$ cat config.mk
export PLATFORM = sky130hd
export DESIGN_NAME = hp_counter
export DESIGN_NICKNAME = d
export VERILOG_FILES = /design/src/rtl/hp_pkg.sv /design/src/rtl/edge_det.sv /design/src/rtl/hp_counter.sv
export SDC_FILE = /design/constraint.sdc
export NUM_CORES = 1
export LEC_CHECK = 0
export CORE_MARGIN = 3
export CORE_UTILIZATION = 45
export CTS_BUF_LIST = sky130_fd_sc_hd__clkbuf_8
export DETAILED_ROUTE_END_ITERATION = 10
export PLACE_DENSITY = 0.6
export SLEW_MARGIN = 15
export SYNTH_ARGS = -nofsm -noshare
export SYNTH_HDL_FRONTEND = slang
export SYNTH_HIERARCHICAL = 1
export SYNTH_SLANG_ARGS = --single-unit
$ cat constraint.sdc
create_clock -name CLK -period 3.92 [get_ports CLK]
set_input_delay 0.392 -clock CLK [delete_from_list [all_inputs] [get_ports CLK]]
set_output_delay 0.392 -clock CLK [all_outputs]
set_load 0.05 [all_outputs]
$ cat src/rtl/hp_pkg.sv
// Shared HP definitions: state enum, HP width, display ceiling and saturating helpers.
package hp_pkg;

  localparam int HP_W = 4;
  localparam logic [HP_W-1:0] HP_DISPLAY_MAX = 4'd10;

  typedef enum logic [1:0] {
    ST_ALIVE = 2'd0,
    ST_INV   = 2'd1,
    ST_DEAD  = 2'd2
  } hp_state_e;

  // Damage amount 0 counts as 1; the borrow bit of the 5-bit difference flags underflow.
  function automatic logic [HP_W-1:0] sat_sub(input logic [HP_W-1:0] hp,
                                               input logic [1:0] amt);
    logic [HP_W:0] amt_ext;
    logic [HP_W:0] diff;
    amt_ext = (amt == 2'd0) ? {{HP_W{1'b0}}, 1'b1} : {{(HP_W-1){1'b0}}, amt};
    diff    = {1'b0, hp} - amt_ext;
    return diff[HP_W] ? '0 : diff[HP_W-1:0];
  endfunction

  function automatic logic [HP_W-1:0] sat_inc(input logic [HP_W-1:0] hp,
                                               input logic [HP_W-1:0] max_hp);
    logic [HP_W:0] sum;
    sum = {1'b0, hp} + {{HP_W{1'b0}}, 1'b1};
    return (sum > {1'b0, max_hp}) ? max_hp : sum[HP_W-1:0];
  endfunction

endpackage

$ cat src/rtl/edge_det.sv
// One-bit rising-edge detector: registers the input once and flags in=1 while prev=0.
module edge_det (
  input  logic clk,
  input  logic srst,
  input  logic din,
  output logic rise
);

  logic prev_reg;

  always_ff @(posedge clk) begin
    if (srst) begin
      prev_reg <= 1'b0;
    end else begin
      prev_reg <= din;
    end
  end

  assign rise = din & ~prev_reg;

endmodule

$ cat src/rtl/hp_counter.sv
// Hit-point keeper: saturating HP with post-hit invulnerability, timed regen and a dead state.
module hp_counter
  import hp_pkg::*;
#(
  parameter logic [HP_W-1:0] HP_MAX     = HP_DISPLAY_MAX,
  parameter logic [HP_W-1:0] HP_INIT    = 4'd5,
  parameter logic [23:0]     INVULN_CYC = 24'd12_000_000,
  parameter logic [27:0]     REGEN_CYC  = 28'd60_000_000
) (
  input  logic            CLK,
  input  logic            RST,
  input  logic            DAMAGE,
  input  logic [1:0]      DMG_AMT,
  input  logic            HEAL,
  input  logic            REVIVE,
  output logic [HP_W-1:0] OUT_HP,
  output logic            DEAD,
  output logic            INVULN,
  output logic            HIT
);

  logic [2:0] ev_in;
  logic [2:0] ev_rise;
  logic       dmg_rise;
  logic       heal_rise;
  logic       revive_rise;

  assign ev_in = {REVIVE, HEAL, DAMAGE};

  genvar gi;
  generate
    for (gi = 0; gi < 3; gi++) begin : g_edge
      edge_det u_edge (
        .clk  (CLK),
        .srst (RST),
        .din  (ev_in[gi]),
        .rise (ev_rise[gi])
      );
    end
  endgenerate

  assign dmg_rise    = ev_rise[0];
  assign heal_rise   = ev_rise[1];
  assign revive_rise = ev_rise[2];

  hp_state_e       state_reg;
  logic [HP_W-1:0] hp_reg;
  logic [23:0]     inv_timer_reg;
  logic [27:0]     regen_cnt_reg;
  logic            hit_reg;
  logic            dead_reg;
  logic            invuln_reg;

  logic [HP_W-1:0] hp_after_dmg;
  logic [HP_W-1:0] hp_plus_one;
  logic            regen_due;
  logic            hp_full;

  assign hp_after_dmg = sat_sub(hp_reg, DMG_AMT);
  assign hp_plus_one  = sat_inc(hp_reg, HP_MAX);
  assign regen_due    = (regen_cnt_reg == REGEN_CYC - 28'd1);
  assign hp_full      = (hp_reg >= HP_MAX);

  always_ff @(posedge CLK) begin
    if (RST) begin
      state_reg     <= ST_ALIVE;
      hp_reg        <= HP_INIT;
      inv_timer_reg <= '0;
      regen_cnt_reg <= '0;
      hit_reg       <= 1'b0;
      dead_reg      <= 1'b0;
      invuln_reg    <= 1'b0;
    end else begin
      hit_reg <= 1'b0;
      case (state_reg)
        ST_ALIVE: begin
          // Damage outranks heal and regen; a heal in the same cycle is dropped.
          if (dmg_rise) begin
            hp_reg        <= hp_after_dmg;
            hit_reg       <= 1'b1;
            regen_cnt_reg <= '0;
            if (hp_after_dmg == '0) begin
              state_reg <= ST_DEAD;
              dead_reg  <= 1'b1;
            end else begin
              state_reg     <= ST_INV;
              invuln_reg    <= 1'b1;
              inv_timer_reg <= INVULN_CYC - 24'd1;
            end
          end else if (heal_rise) begin
            hp_reg        <= hp_plus_one;
            regen_cnt_reg <= '0;
          end else if (hp_full) begin
            regen_cnt_reg <= '0;
          end else if (regen_due) begin
            hp_reg        <= hp_plus_one;
            regen_cnt_reg <= '0;
          end else begin
            regen_cnt_reg <= regen_cnt_reg + 28'd1;
          end
        end

        ST_INV: begin
          // Damage edges are swallowed here; heals still land.
          if (heal_rise) begin
            hp_reg        <= hp_plus_one;
            regen_cnt_reg <= '0;
          end
          if (inv_timer_reg == '0) begin
            state_reg     <= ST_ALIVE;
            invuln_reg    <= 1'b0;
            regen_cnt_reg <= '0;
          end else begin
            inv_timer_reg <= inv_timer_reg - 24'd1;
          end
        end

        ST_DEAD: begin
          if (revive_rise) begin
            state_reg     <= ST_ALIVE;
            dead_reg      <= 1'b0;
            hp_reg        <= HP_INIT;
            regen_cnt_reg <= '0;
          end else begin
            hp_reg <= '0;
          end
        end

        default: begin
          state_reg     <= ST_ALIVE;
          hp_reg        <= HP_INIT;
          inv_timer_reg <= '0;
          regen_cnt_reg <= '0;
          dead_reg      <= 1'b0;
          invuln_reg    <= 1'b0;
        end
      endcase
    end
  end

  assign OUT_HP = hp_reg;
  assign DEAD   = dead_reg;
  assign INVULN = invuln_reg;
  assign HIT    = hit_reg;

endmodule
==> metrics.cfg, run 1 <==
[detailed_routing]
wl_mm=8.43
post_drt_wl_per_cell_um=14.8
firstDrtPassIters=4
route.detailed.drc=0
num_vias=3264
initialDrtViolationCount=142
ant_nets=0
vias_per_cell=5.74

[clock_network]
hold_buffers=0
max-clock-path-buffers=2
cts_tree=done
cts_resized=0
htreeDepth=3
clk_latency_ps=340
clk_pin_slew_ps=70
root_buffer=clkbuf_8
post_cts_buffers=0
numCtsBuffers=9
cts.sinks=64

[logic_synthesis]
synth_area_per_cell_um2=8.22
async_flop_share=0
synth_area_leaders=dfxtp_1 35%, nor2_1 4.9%, nand3_1 4.4%
synth-seq-area-share=0.348
netlist_area_mm2=0.00368
syn_nets=464
postSynthCellCount=448
synthDistinctLibCells=72
yosys.area.top_type=dfxtp_1
ys.flop_type=dfxtp_1
ys_ff_latch=64
yosys_warnings=6
synth_top_cell_area_share=0.348
synth_edf_count=0
synth_common_cells=64 x dfxtp_1, 48 x nor2_1, 32 x nand2_1, 32 x nand3_1, 30 x a21oi_1
synth_most_common_cell=dfxtp_1

[final_layout]
syn_to_final_growth_pct=11.3
largest_reg_flops=28
diodes=0
utilization=0.522
final_layout_size_suffix_gt1_frac=0.109
fin_nets=479

[grt]
grt.overflow.total=0
grt_start_max_net_pins=36
grt_use_total=0.196
grt_pass1_wl_mm=14.3
antenna_found_initial=0
grt_pass1_vias=3022

[worst_hold_path]
min_from=inv_timer_reg[1]
hold_depth=2
hold_path_class=reg -> reg

[place]
io_buffers=13
dp_slack_ps=550
dp_hpwl_mm=5.69
gp_congestion=0.820

[sta]
period_needed_ps=3060
final.setup_skew_ps=12.1
hold_violations=0
setup_viol=0
fmax_mhz=326
relSlewSlack=0.386
worst_hold_slack_ps=486
final.period_utilization=0.782
worst_pin_slew_ps=916
setup_slack_ps=856
slew_viol_final=0
tns_ps=0
rsz0062_at_grt=no

[pwr]
ir_drop_mv=0.195
leakagePower_nw=1.44
p_per_area_mw_per_mm2=584

[run]
drv_cap=0

[critical_path]
arrival_ps=3310
setup.worst_path.start=DMG_AMT[0]
ff2ff_path_depth=11
cp_max_fo=11
cp-start-kind=input pin
end_kind=flop
r2r_start=OUT_HP[0]
cp_data_required_time_ps=4170
criticalPathCategory=in -> reg

[floorplan]
die_h_um=96.4
rows=32
coreArea_mm2=0.00785
start_util=0.469
num_io_pins=14
die_w_um=96.4
die-area_mm2=0.00930

[outcome]
status=finished clean

==> worst max-delay path: stages <==
cell and delay [ps]:
clkdlybuf4s50_1 440, nand2b_1 90, ha_1 150, inv_1 50
fa_1 450, nor4bb_1 170, or3_1 370, and3_1 280
o21ai_2 330, buf_4 250, o22ai_1 90, a311oi_1 250
==> per-stage QoR <==
step	power (mW)	std cells	area, µm²
floorplan	1.63	448	3680
global placement	1.84	554	3910
detailed placement	1.85	554	3910
CTS	2.41	569	4100
global route	2.55	569	4100
finish	2.39	569	4100
==> cell families after synthesis <==
kind of cell               Yosys count  synth area share
xor gates and xnor gates            16            0.0381
AOI/OAI and AO/OA                  102             0.186
buffers and inverters               31            0.0367
DFF                                 64             0.348
and+or+nand+nor                    223             0.349
muxes                                3           0.00884
adders and majority gates            9            0.0326
==> power breakdown <==
group,switching [mW],internal [mW],total (mW)
Clock,0.248,0.302,0.550
Combinational,0.591,0.357,0.948
Sequential,0.146,0.746,0.892
==> metal layers <==
metal,wire length [µm],up-vias,track usage,part of all wire
met5,0,-,0,0
met4,53,0,0.0643,0.0063
met3,257,4,0.0449,0.030
met2,4040,47,0.325,0.48
met1,4090,1543,0.250,0.48
li1,-,1670,-,-
==> worst paths after layout <==
| path | end | slack, ps |
|---|---|---|
| setup / recovery | inv_timer_reg[23] | 860 |
| hold / removal | inv_timer_reg[1] | 490 |
| setup reg to reg | inv_timer_reg[23] | 890 |
| hold reg to reg | inv_timer_reg[1] | 490 |
==> final cells by class <==
type | instances | area, µm²
Clock buffer | 10 | 138
Clock inverter | 5 | 48.8
Fill cell | 756 | 3750
Inverter | 16 | 60.1
Multi-Input combinational cell | 353 | 2260
Sequential cell | 64 | 1280
Tap cell | 102 | 128
Timing Repair Buffer | 19 | 175
==> cell usage in the layout, fill, tap and decap left out, types with 3 or more instances in the layout <==
cell type / instances
o21ai_0: 19
and3_1: 3
nor3_1: 24
clkdlybuf4s50_1: 13
o21a_1: 3
a21oi_1: 30
xnor2_1: 7
nor2_1: 48
dfxtp_1: 64
nor2b_1: 7
a31oi_1: 10
or3_1: 19
clkbuf_8: 10
nand3_1: 32
nand2b_1: 4
o31ai_1: 4
nor4_1: 8
clkinv_2: 3
o21ai_1: 7
nand4_1: 10
inv_1: 17
xor2_1: 9
a211oi_1: 5
nand2_1: 32
nor2b_4: 6
buf_4: 6
ha_1: 8
Note: power is estimated with default switching activity, not from simulation.
==> inputs of run 2 (changes only) <==
==> constraint.sdc (replaced) <==
create_clock -name CLK -period 3 [get_ports CLK]
set_input_delay 0.3 -clock CLK [delete_from_list [all_inputs] [get_ports CLK]]
set_output_delay 0.3 -clock CLK [all_outputs]
set_load 0.05 [all_outputs]
==> run 2 against run 1 <==
Net effect:
- clock skew decreased by 4.4 ps
- combinational power up 40%
- global-route usage rose by 0.081 points
- first-iteration DRC count fell by 0.70%
==> metrics.cfg, run 2 (same netlist as run 1, synthesis figures left out) <==
[sta]
tns_ps=0  ; unchanged
worst_pin_slew_ps=921  ; +5.36 ps
fmax_mhz=364
setup_slack_ps=250  ; -606 ps
slew_viol_final=0  ; unchanged
rsz0062_at_grt=no
setup_viol=0  ; unchanged
final.period_utilization=0.917
period_needed_ps=2750
hold_violations=0  ; unchanged
relSlewSlack=0.382  ; -0.00360
final.setup_skew_ps=7.74  ; -4.40 ps

[clock_network]
clk_pin_slew_ps=70  ; about the same
htreeDepth=3  ; unchanged
max-clock-path-buffers=2  ; unchanged
cts.sinks=64  ; unchanged
cts_tree=done
post_cts_buffers=0  ; unchanged
cts_resized=0  ; unchanged
clk_latency_ps=340  ; about the same
root_buffer=clkbuf_8
hold_buffers=0  ; unchanged
numCtsBuffers=9  ; unchanged

[pwr]
seq_power_share=0.369  ; -0.004
p_per_area_mw_per_mm2=752  ; +29%
leakagePower_nw=1.50  ; +4.3%
clkPwrFrac=0.211  ; -0.019
p_int_mw=1.84  ; +31%
ir_drop_mv=0.262  ; +34%
swShare=0.415  ; +0.00312
p_comb_frac=0.420  ; +0.023
switchingPower_mw=1.31  ; +33%

[grt]
grt_pass1_wl_mm=14.5  ; +1.4%
grt_use_total=0.196  ; +0.000810
grt_start_max_net_pins=30  ; -17%
grt_pass1_vias=3046  ; +0.79%
grt.overflow.total=0  ; unchanged
antenna_found_initial=0  ; unchanged

[detailed_routing]
num_vias=3332  ; +2.1%
wl_met3_um=310  ; +21%
route.detailed.drc=0  ; unchanged
firstDrtPassIters=4  ; unchanged
initialDrtViolationCount=141  ; -0.70%
routed.top_layer=met4
vias_per_cell=5.71  ; -0.54%
ant_nets=0  ; unchanged
dr_wl_met2_mm=3.92  ; -2.9%
wl_mm=8.38  ; -0.65%
post_drt_wl_per_cell_um=14.3  ; -3.2%
wl_met1_mm=4.06  ; -0.78%

[floorplan]
die-area_mm2=0.00930  ; unchanged
die_h_um=96.4  ; unchanged
coreArea_mm2=0.00785  ; unchanged
rows=32  ; unchanged
die_w_um=96.4  ; unchanged
start_util=0.469  ; unchanged
num_io_pins=14  ; unchanged

[place]
io_buffers=13  ; unchanged
gp_congestion=0.815  ; -0.69%
dp_hpwl_mm=5.88  ; +3.3%
dp_slack_ps=-111  ; -661 ps
placed_area_mm2=0.00402  ; +2.9%

[critical_path]
criticalPathCategory=in -> reg
cp_cell_sequence=clkdlybuf4s50_1 -> nand2b_1 -> ha_1 -> inv_1 -> fa_1 -> nor4bb_1 -> or3_1 -> and3_1 -> o21ai_2 -> buf_4 -> o22ai_1 -> a311oi_1
arrival_ps=3000  ; -310 ps
cp_max_fo=13  ; +2
path_buf_inv=3  ; unchanged
slowest_stage=fa_1
slowest_delay_ps=530  ; +80 ps
cp_data_required_time_ps=3250  ; -920 ps
crit_family=simple AND/OR/NAND/NOR gates
cp-start-kind=input pin
end_kind=flop

[final_layout]
fin_nets=494  ; +3.1%
final_cell_area_mm2=0.00419  ; +2.4%
syn_to_final_growth_pct=13.9
final_common_cell=dfxtp_1
utilization=0.534  ; +0.0126
final_layout_size_suffix_gt1_frac=0.137  ; +0.0277
largest_reg_flops=28  ; unchanged
diodes=0  ; unchanged
fill_cells=782  ; +3.4%
final_cell_mix=64 x dfxtp_1, 48 x nor2_1, 32 x nand3_1, 32 x nand2_1, 30 x a21oi_1

[outcome]
status=finished clean

[run]
drv_cap=0  ; unchanged

[worst_hold_path]
hold_path_class=reg -> reg

run 2: cell types whose count changed in the layout (fill, tap and decap cells not counted), sizes merged:
cell / previous run / this run
clkbuf: 10 / 11
buf: 6 / 21
clkinvlp: 0 / 1
clkinv: 3 / 2
bufinv: 1 / 0
run 2: metrics by stage:
step,hold slack (ps),instances,power (mW)
after floorplan,364,448,2.13
after global placement,487,569,2.49
after detailed placement,500,569,2.50
after CTS,510,584,3.18
after global routing,543,584,3.39
final,509,584,3.15
run 2: worst min-delay path: stages, from the launching register on:
cell and delay, ps:
dfxtp_1 320, o21ai_0 90, a21oi_2 60
run 2: final cells by class:
type,instances,area (µm²),share of cell area
Tap cell,102,128,0.0304
Multi-Input combinational cell,353,2260,0.540
Clock buffer,11,151,0.0361
Timing Repair Buffer,34,288,0.0686
Sequential cell,64,1280,0.305
Inverter,16,60.1,0.0143
Clock inverter,4,21.3,0.00507
run 2: worst paths after layout:
| check | start | cells after the start | slack [ps] | end |
|---|---|---|---|---|
| hold reg to reg | regen_cnt_reg[25] | 2 | 510 | regen_cnt_reg[25] |
| setup / recovery | DMG_AMT[0] | 12 | 250 | inv_timer_reg[23] |
| setup reg to reg | OUT_HP[0] | 11 | 310 | inv_timer_reg[23] |
| hold / removal | regen_cnt_reg[25] | 2 | 510 | regen_cnt_reg[25] |
run 2: power groups by stage:
stage          clock network (mW)  logic [mW]  registers, mW
2_1_floorplan                   0       0.920           1.21
3_3_place_gp                    0        1.31           1.18
3_5_place_dp                    0        1.32           1.18
4_1_cts                     0.688        1.33           1.16
5_1_grt                     0.730        1.48           1.19
6_report                    0.667        1.33           1.16
run 2: per-layer routing:
layer  GRT usage  up-vias
li1            -     1695
met1       0.275     1559
met2       0.302       71
met3      0.0310        7
met4      0.0783        0
met5           0        -
==> inputs of run 3 (changes only) <==
--- a/config.mk
+++ b/config.mk
@@ -5,12 +5,13 @@
 export SDC_FILE = /design/constraint.sdc
 export NUM_CORES = 1
 export LEC_CHECK = 0
+export ABC_AREA = 1
 export CORE_MARGIN = 3
 export CORE_UTILIZATION = 45
 export CTS_BUF_LIST = sky130_fd_sc_hd__clkbuf_8
 export DETAILED_ROUTE_END_ITERATION = 10
 export PLACE_DENSITY = 0.6
-export SLEW_MARGIN = 15
+export SLEW_MARGIN = 20
 export SYNTH_ARGS = -nofsm -noshare
 export SYNTH_HDL_FRONTEND = slang
 export SYNTH_HIERARCHICAL = 1
==> run 3 against run 2 <==
Net effect:
- first-iteration DRC count is 13% higher
- global-route usage is 0.68 points higher
- combinational power is 53% higher
- sequential cell count stayed put
- highest routed layer unchanged
- critical endpoint is now inv_timer_reg[11]
- critical path depth is 4 higher
- clock skew is 3.9 ps lower
- sequential share of layout area is 1.3 points lower
==> metrics.cfg, run 3 <==
[outcome]
status=finished clean

[critical_path]
arrival_ps=2820  ; -180 ps
rrSetupSlack_ps=580  ; +270 ps
slowest_stage=clkdlybuf4s50_1
end_kind=flop
criticalPathCategory=in -> reg
cp-start-kind=input pin
crit_top_cell=nand2_1
crit_family=simple AND/OR/NAND/NOR gates
cp_cell_sequence=clkdlybuf4s50_1 -> inv_1 -> or2_2 -> ha_1 -> inv_1 -> fa_1 -> o21ai_0 -> nand2_1 -> inv_1 -> nand2_1 -> nand2_1 -> nand2_2 -> nand2_8 -> inv_6 -> nand2_1 -> a21oi_1
slowest_delay_ps=460  ; -70 ps
cp_data_required_time_ps=3210  ; -40 ps
cp_max_fo=26  ; +13
path_buf_inv=5  ; +2

[clock_network]
clk_pin_slew_ps=70  ; about the same
htreeDepth=3  ; unchanged
clk_latency_ps=340  ; about the same
numCtsBuffers=9  ; unchanged
cts_resized=0  ; unchanged
hold_buffers=0  ; unchanged
max-clock-path-buffers=2  ; unchanged
root_buffer=clkbuf_8
cts.sinks=64  ; unchanged
post_cts_buffers=0  ; unchanged
cts_tree=done

[place]
io_buffers=13  ; unchanged
placed_cells=723  ; +27%
dp_hpwl_mm=7.08  ; +20%
placed_area_mm2=0.00418  ; +3.9%
gp_congestion=0.851  ; +4.4%

[final_layout]
final_cells=738  ; +26%
final_cell_mix=143 x nand2_1, 108 x nor2_1, 64 x dfxtp_1, 60 x inv_1, 49 x a21oi_1
multiInputGateArea_mm2=0.00237  ; +4.5%
final_cell_area_mm2=0.00438  ; +4.5%
fin_nets=645  ; +31%
largest_reg_flops=28  ; unchanged
diodes=0  ; unchanged
final_layout_size_suffix_gt1_frac=0.0632  ; -0.0737
fill_cells=868  ; +11%
final_common_cell=nand2_1
syn_to_final_growth_pct=10.3
ff_latch_area_mm2=0.00128  ; unchanged

[worst_hold_path]
hold_path_class=reg -> reg

[floorplan]
start_util=0.474  ; +0.00503
rows=33  ; +3.1%
num_io_pins=14  ; unchanged
die_h_um=100  ; +3.7%
coreArea_mm2=0.00838  ; +6.8%
die_w_um=100  ; +3.7%
die-area_mm2=0.00999  ; +7.4%

[logic_synthesis]
synth_area_per_cell_um2=6.47  ; -21%
postSynthCellCount=614  ; +37%
synthDistinctLibCells=43  ; -40%
synth_area_leaders=dfxtp_1 32%, nand2_1 14%, nor2_1 10%
post_synth_fa_ha_maj_area_fraction=0.0302  ; -0.00240
synth_xor_area_frac=0.0441  ; +0.00601
yosys.area.top_type=dfxtp_1
synth_top_family_by_area=simple AND/OR/NAND/NOR gates
ys_ff_latch=64  ; unchanged
netlist_area_mm2=0.00397  ; +8.0%
syn_nets=630  ; +36%
synth_common_cells=143 x nand2_1, 108 x nor2_1, 64 x dfxtp_1
ys.flop_type=dfxtp_1
synthMuxAreaShare=0  ; -0.00884
synth_edf_count=0  ; unchanged
synthSimpleGateAreaFrac=0.388  ; +0.0388
yosys_warnings=6  ; unchanged
synth_top_cell_area_share=0.322  ; -0.0256
synth-seq-area-share=0.322  ; -0.0256
synth_compound_area_frac=0.133  ; -0.0531
async_flop_share=0  ; unchanged
synth_most_common_cell=nand2_1

[run]
drv_cap=0  ; unchanged

[sta]
hold_violations=0  ; unchanged
rsz0062_at_grt=no
worst_pin_slew_ps=559  ; -362 ps
relSlewSlack=0.627  ; +0.244
tns_ps=0  ; unchanged
final.period_utilization=0.869  ; -0.0481
final.setup_skew_ps=3.84  ; -3.90 ps
slew_viol_final=0  ; unchanged
setup_viol=0  ; unchanged
period_needed_ps=2610  ; -144 ps
worst_hold_slack_ps=480  ; -29.4 ps
fmax_mhz=384  ; +5.5%

[grt]
grt_start_max_net_pins=35  ; +17%
grt_pass1_wl_mm=16.7  ; +15%
antenna_found_initial=0  ; unchanged
grt_use_total=0.203  ; +0.00681
grt.overflow.total=0  ; unchanged
grt_pass1_vias=3647  ; +20%

[pwr]
swShare=0.470  ; +0.0551
seq_power_share=0.301  ; -0.068
p_int_mw=2.13  ; +15%
p_comb_frac=0.507  ; +0.087
p_per_area_mw_per_mm2=918  ; +22%
clkPwrFrac=0.191  ; -0.020
ir_drop_mv=0.478  ; +82%
switchingPower_mw=1.89  ; +44%
leakagePower_nw=1.71  ; +14%

[detailed_routing]
wl_mm=9.53  ; +14%
ant_nets=0  ; unchanged
post_drt_wl_per_cell_um=12.9  ; -10%
vias_per_cell=5.20  ; -8.9%
initialDrtViolationCount=160  ; +13%
route.detailed.drc=0  ; unchanged
firstDrtPassIters=5  ; +1
num_vias=3836  ; +15%

==> run 3: cell count changes after synthesis, sizes merged, moves of 8 or more <==
cell,previous run,this run
a21oi,31,50
inv,16,64
nand2,33,146
nand3,33,41
nor2,48,114
nor2b,13,0
nor4,11,1
or3,20,0
==> run 3: per-layer routing <==
layer / up-vias / routed length (µm) / track usage
li1: 2017 / - / -
met1: 1747 / 4870 / 0.282
met2: 59 / 4250 / 0.318
met3: 13 / 271 / 0.0306
met4: 0 / 140 / 0.0808
met5: - / 0 / 0
==> run 3: per-stage QoR <==
| step | total power, mW | utilization | setup WS (ps) |
|---|---|---|---|
| after floorplan | 2.86 | - | 382 |
| after global placement | 3.22 | 0.498 | 110 |
| after detailed placement | 3.26 | 0.498 | 46.3 |
| after CTS | 4.05 | 0.523 | 402 |
| after global routing | 4.39 | 0.523 | 157 |
| final | 4.02 | 0.523 | 394 |
==> run 3: final timing paths <==
path                    startpoint           endpoint  cells after the start
setup reg to reg         OUT_HP[0]   inv_timer_reg[4]                     15
hold / removal    regen_cnt_reg[3]   regen_cnt_reg[3]                      1
hold reg to reg   regen_cnt_reg[3]   regen_cnt_reg[3]                      1
setup / recovery        DMG_AMT[1]  inv_timer_reg[11]                     16
==> run 3: cell type report <==
cell class	instances	area share
timing repair buffer	16	0.0348
clock buffer	12	0.0377
clock inverter	3	0.00914
inverter	64	0.0560
tap	105	0.0300
sequential	64	0.292
multi-input combinational	474	0.540
==> run 3: cell families (layout without fill, tap and decap cells) <==
logic type                 after synthesis  count (layout)
AOI/OAI and AO/OA                       95              95
xor gates and xnor gates                20              20
DFF                                     64              64
and+or+nand+nor                        350             350
buffers and inverters                   76              95
adders and majority gates                9               9
==> run 3: power groups by stage <==
stage	sequential (mW)	clock (mW)	combinational (mW)
3_3_place_gp	1.23	0	2.00
6_report	1.21	0.770	2.04
2_1_floorplan	1.28	0	1.57
4_1_cts	1.21	0.790	2.05
3_5_place_dp	1.23	0	2.03
5_1_grt	1.24	0.829	2.32
